**config.mk**
```make
export PLATFORM = sky130hd
export DESIGN_NAME = seq_rr_scheduler
export DESIGN_NICKNAME = d
export VERILOG_FILES = /design/src/rtl/seq_pkg.sv /design/src/rtl/rr_pick.sv /design/src/rtl/seq_rr_scheduler.sv
export SDC_FILE = /design/constraint.sdc
export NUM_CORES = 1
export LEC_CHECK = 0
export CORE_MARGIN = 3
export CORE_UTILIZATION = 50
export DETAILED_ROUTE_END_ITERATION = 7
export PLACE_DENSITY = 0.78
export SLEW_MARGIN = 40
export SYNTH_ARGS = -nofsm -noshare
export SYNTH_HDL_FRONTEND = slang
export SYNTH_SLANG_ARGS = --single-unit
```
**constraint.sdc**
```tcl
create_clock -name clk -period 3.45 [get_ports clk]
set_clock_uncertainty 0.1 [all_clocks]
set_input_delay 0.69 -clock clk [delete_from_list [all_inputs] [get_ports clk]]
set_output_delay 0.69 -clock clk [all_outputs]
set_load 0.1 [all_outputs]
```
**src/rtl/seq_pkg.sv**
```systemverilog
`default_nettype none
// ---------------------------------------------------------------------------
// Module : seq_pkg
// Brief  : State encoding and width helper shared by the round-robin scheduler
// Rev    : 1.0
// ---------------------------------------------------------------------------
package seq_pkg;

  localparam logic [2:0] c_ST_IDLE = 3'd0;
  localparam logic [2:0] c_ST_PA   = 3'd1;
  localparam logic [2:0] c_ST_PB   = 3'd2;
  localparam logic [2:0] c_ST_PC   = 3'd3;
  localparam logic [2:0] c_ST_PD   = 3'd4;

  // Ceiling log2 for elaboration-time widths; clog2(1) = 0.
  function automatic int clog2(input int value);
    int r;
    r = 0;
    for (int i = 0; i < 31; i++) begin
      if ((1 << i) < value) r = i + 1;
    end
    return r;
  endfunction

endpackage
`default_nettype wire

```
**src/rtl/rr_pick.sv**
```systemverilog
`default_nettype none
// ---------------------------------------------------------------------------
// Module : rr_pick
// Brief  : Combinational rotate-priority encoder; first set bit at or after
//          i_ptr (wrapping) wins
// Rev    : 1.0
// ---------------------------------------------------------------------------
module rr_pick import seq_pkg::*; #(
  parameter int N_REQ = 4,
  parameter int IDX_W = clog2(N_REQ)
) (
  input  logic [N_REQ-1:0] i_req,
  input  logic [IDX_W-1:0] i_ptr,
  output logic             o_valid,
  output logic [IDX_W-1:0] o_index
);

  localparam logic [IDX_W:0] c_N = (IDX_W+1)'(N_REQ);

  logic [IDX_W:0] w_pos;

  // Scan from the farthest offset back to ptr so the closest hit is written last.
  always_comb begin
    o_valid = 1'b0;
    o_index = '0;
    w_pos   = '0;
    for (int i = N_REQ - 1; i >= 0; i--) begin
      w_pos = {1'b0, i_ptr} + (IDX_W+1)'(i);
      if (w_pos >= c_N) w_pos = w_pos - c_N;
      if (i_req[w_pos[IDX_W-1:0]]) begin
        o_valid = 1'b1;
        o_index = w_pos[IDX_W-1:0];
      end
    end
  end

endmodule
`default_nettype wire

```
**src/rtl/seq_rr_scheduler.sv**
```systemverilog
`default_nettype none
// ---------------------------------------------------------------------------
// Module : seq_rr_scheduler
// Brief  : Round-robin owner of a shared A -> (B|C) -> D sequencer; each grant
//          runs PASSES full passes before priority rotates
// Rev    : 1.0
// ---------------------------------------------------------------------------
module seq_rr_scheduler import seq_pkg::*; #(
  parameter int N_REQ  = 4,
  parameter int PASSES = 2
) (
  input  logic                     clk,
  input  logic                     reset,
  input  logic [N_REQ-1:0]         req,
  input  logic [N_REQ-1:0]         mode,
  output logic [N_REQ-1:0]         gnt,
  output logic                     x1,
  output logic                     outp,
  output logic                     busy,
  output logic                     done,
  output logic [clog2(N_REQ)-1:0]  gnt_id
);

  localparam int               c_IDW       = clog2(N_REQ);
  localparam int               c_PCW       = clog2(PASSES) + 1;
  localparam logic [c_PCW-1:0] c_LAST_PASS = c_PCW'(PASSES - 1);
  localparam logic [c_IDW-1:0] c_LAST_ID   = c_IDW'(N_REQ - 1);

  logic [2:0]       r_state;
  logic [c_IDW-1:0] r_ptr;
  logic [c_PCW-1:0] r_pass_cnt;
  logic             r_mode_q;

  logic [c_IDW-1:0] w_ptr_next;
  logic [c_IDW-1:0] w_pick_ptr;
  logic [c_IDW-1:0] w_pick_idx;
  logic             w_pick_valid;
  logic             w_last_pass;
  logic             w_grant_end;
  logic             w_arb_go;

  assign w_ptr_next  = (gnt_id == c_LAST_ID) ? '0 : gnt_id + c_IDW'(1);
  assign w_last_pass = (r_pass_cnt == c_LAST_PASS);
  assign w_grant_end = (r_state == c_ST_PD) && w_last_pass;
  // At the end of a grant the search already starts past the finishing owner,
  // so it is only re-picked when nobody else is asking.
  assign w_pick_ptr  = (r_state == c_ST_PD) ? w_ptr_next : r_ptr;
  assign w_arb_go    = w_pick_valid && ((r_state == c_ST_IDLE) || w_grant_end);

  rr_pick #(
    .N_REQ (N_REQ),
    .IDX_W (c_IDW)
  ) u_pick (
    .i_req   (req),
    .i_ptr   (w_pick_ptr),
    .o_valid (w_pick_valid),
    .o_index (w_pick_idx)
  );

  always_ff @(posedge clk or negedge reset) begin
    if (!reset) begin
      r_state    <= c_ST_IDLE;
      r_ptr      <= '0;
      r_pass_cnt <= '0;
      r_mode_q   <= 1'b0;
      gnt        <= '0;
      gnt_id     <= '0;
      x1         <= 1'b0;
      outp       <= 1'b0;
      busy       <= 1'b0;
      done       <= 1'b0;
    end else begin
      done <= 1'b0;
      if (w_grant_end) r_ptr <= w_ptr_next;

      if (w_arb_go) begin
        r_state    <= c_ST_PA;
        gnt        <= N_REQ'(1) << w_pick_idx;
        gnt_id     <= w_pick_idx;
        r_mode_q   <= mode[w_pick_idx];
        x1         <= mode[w_pick_idx];
        r_pass_cnt <= '0;
        outp       <= 1'b1;
        busy       <= 1'b1;
      end else begin
        case (r_state)
          c_ST_IDLE: begin
            r_state <= c_ST_IDLE;
          end
          c_ST_PA: begin
            r_state <= r_mode_q ? c_ST_PB : c_ST_PC;
            outp    <= r_mode_q;
          end
          c_ST_PB, c_ST_PC: begin
            r_state <= c_ST_PD;
            outp    <= 1'b0;
            done    <= w_last_pass;
          end
          c_ST_PD: begin
            if (!w_last_pass) begin
              r_state    <= c_ST_PA;
              r_pass_cnt <= r_pass_cnt + c_PCW'(1);
              outp       <= 1'b1;
            end else begin
              r_state <= c_ST_IDLE;
              gnt     <= '0;
              x1      <= 1'b0;
              outp    <= 1'b0;
              busy    <= 1'b0;
            end
          end
          default: begin
            r_state <= c_ST_IDLE;
            gnt     <= '0;
            x1      <= 1'b0;
            outp    <= 1'b0;
            busy    <= 1'b0;
          end
        endcase
      end
    end
  end

endmodule
`default_nettype wire

```
==> reports/metrics.cfg <==
[cts]
post_cts_buffers=0
ctsHoldBuffers=0
cts_max_level=1
cts.path.max_buffers=2
path_clk_slew_ns=0.11
tritoncts=done
cts-resized-gates=0
clock-root-buffer=clkbuf_4
clock-sinks=18
cts_buffers=3
insertion_delay_ns=0.29

[worst_hold_path]
hp-class=input pin to asynchronous set/reset pin

[yosys]
ys.flop_type=dfrtp_1
syn_nets=114
synth_area_sq_um=996.0
synth-seq-cells=18
synth_cell_type_count=42
post-synth-top-area-cell=dfrtp_1
avgSynthCellArea_sq_um=9.764
ys.warnings.count=0
seq_area_frac_synth_pct=45.23
synth_common_cells=18 x dfrtp_1, 16 x nand2_1, 8 x nor2_1
syn_inst=102
synth_edf_count=0
ys_async_sr_fraction_pct=100.0
synth_top_area_share_pct=45.23
synth.most_common_cell=dfrtp_1
synth.area.top_cells=dfrtp_1 45%, nand2_1 6.0%, o21ai_0 3.0%, nor2_1 3.0%, ha_1 2.5%

[floorplanning]
die_w_um=50.63
die-area_sq_mm=0.002563
rows=15
initial_core_util_pct=55.28
die_height_um=50.63
io_pins=20
coreArea_sq_mm=0.001802

[worst_setup_path]
max_stage_delay_ns=0.63
crit_path_max_fanout=7
crit_slowest_cell=or4b_2
startpoint_type=input pin
end_kind=flop
cp.required_ns=3.56
worst-path-stages=7
worst-path-buf-inv=1
arrival_ns=2.64
path_class=input pin to flop
path_cells=clkdlybuf4s50_1 > or4b_2 > nand2_1 > o221ai_1 > and3_2 > a211o_1 > o211ai_1
critical_path.top_delay_family=simple AND/OR/NAND/NOR gates
r2r_cells=7

[timing]
slew_headroom_pct=63.99
finalCriticalPeriod_ns=2.532
fmax_mhz=395.0
worst_pin_slew_ns=0.5352
setup_viol=0
rsz0062_at_grt=false
drv_slew=0
finalCritPeriodShare_pct=73.38
tns_ns=0
finalHoldViolations=0

[detailed_routing]
viasPerCell=5.692
drc=0
drt_iter0_markers=16
first_pass_iters=4
drtAntennaViolNets=0
detail_route.wl_per_cell_um=14.47
vias=831
totalWireLength_um=2113

[placed_design]
io_buffers=19
place_congestion=0.8233
dpl.hpwl_um=1625

[layout]
drive_gt1_share_pct=17.36
synthToLayoutAreaGrowth_pct=19.72
nets=134
nFillCells=165
diodes=0

[global_routing]
track_usage_pct=18.86
antenna_found_initial=0
grt_pass1_vias=795
grt-ovfl-total=0
grt_pass1_wl_um=3684
grt_max_degree=19

[status]
status=complete, no violations

[job]
cap_violations=0

stage by stage:
step / area, sq um / cells / utilization [%] / setup slack, ns / hold WS [ns]
4_1_cts: 1197 / 146 / 66.46 / 0.9257 / 0.4159
6_report: 1192 / 146 / 66.18 / 0.9185 / 0.2075
3_3_place_gp: 1161 / 142 / 64.44 / 0.6573 / 0.3678
5_1_grt: 1192 / 146 / 66.18 / 0.8129 / 0.2224
3_5_place_dp: 1161 / 142 / 64.44 / 0.6159 / 0.3885
2_1_floorplan: 996.0 / 102 / - / 0.6442 / 0.2944
state kept, by name, indices dropped and copies added, names as in the netlist:
signal	cells
outp	1
x1	1
busy	1
r_state	3
r_ptr	2
gnt	4
gnt_id	2
r_mode_q	1
done	1
r_pass_cnt	2
cells in the final DEF, fill, tap and decap left out, drive strengths merged, types with 3 or more instances in the layout:
| master | count |
|---|---|
| nand2b | 3 |
| nor2 | 8 |
| o211ai | 3 |
| nand3 | 3 |
| clkbuf | 4 |
| buf | 11 |
| dfrtp | 18 |
| o21ai | 6 |
| nand2 | 16 |
| inv | 4 |
| clkdlybuf4s50 | 8 |
worst reg2reg max path: cells and delay by family (launching register included):
family          cells  cell delay [ns]
flops               1             0.47
fa+ha+maj           1             0.40
compound gates      3             0.45
simple gates        3             0.94
routing by layer:
metal / part of all wire, % / vias up / global-route usage, %
met2: 49 / 20 / 31.52
met4: 0.33 / 0 / 4.036
met5: 0 / - / 0
li1: - / 412 / -
met3: 3.7 / 2 / 3.858
met1: 46 / 397 / 25.14
logic make-up after synthesis:
group	share of synthesized area [%]
AOI/OAI and AO/OA	22.61
xor gates and xnor gates	0.8796
adders and majority gates	2.512
buffers and inverters	4.647
DFF	45.23
muxes	2.010
and+or+nand+nor	22.11
final timing paths:
kind                           start        end  slack [ns]
setup / recovery              req[3]   r_mode_q        0.92
hold / removal                 reset       done        0.21
setup reg to reg           gnt_id[0]   r_mode_q        1.00
hold reg to reg               gnt[0]     gnt[0]        0.41
max in group asynchronous      reset  gnt_id[0]        2.75
min in group clk              gnt[0]     gnt[0]        0.41
final cells by class:
type | instances | area [sq um] | share of cell area (%)
Multi-Input combinational cell | 76 | 499.2 | 41.87
Sequential cell | 18 | 450.4 | 37.78
Timing Repair Buffer | 19 | 160.2 | 13.43
Clock buffer | 4 | 36.28 | 3.043
Tap cell | 25 | 31.28 | 2.623
Inverter | 4 | 15.01 | 1.259
Power is not shown: default switching activity piles up to over one toggle a cycle in this logic, so the estimate is an artifact.
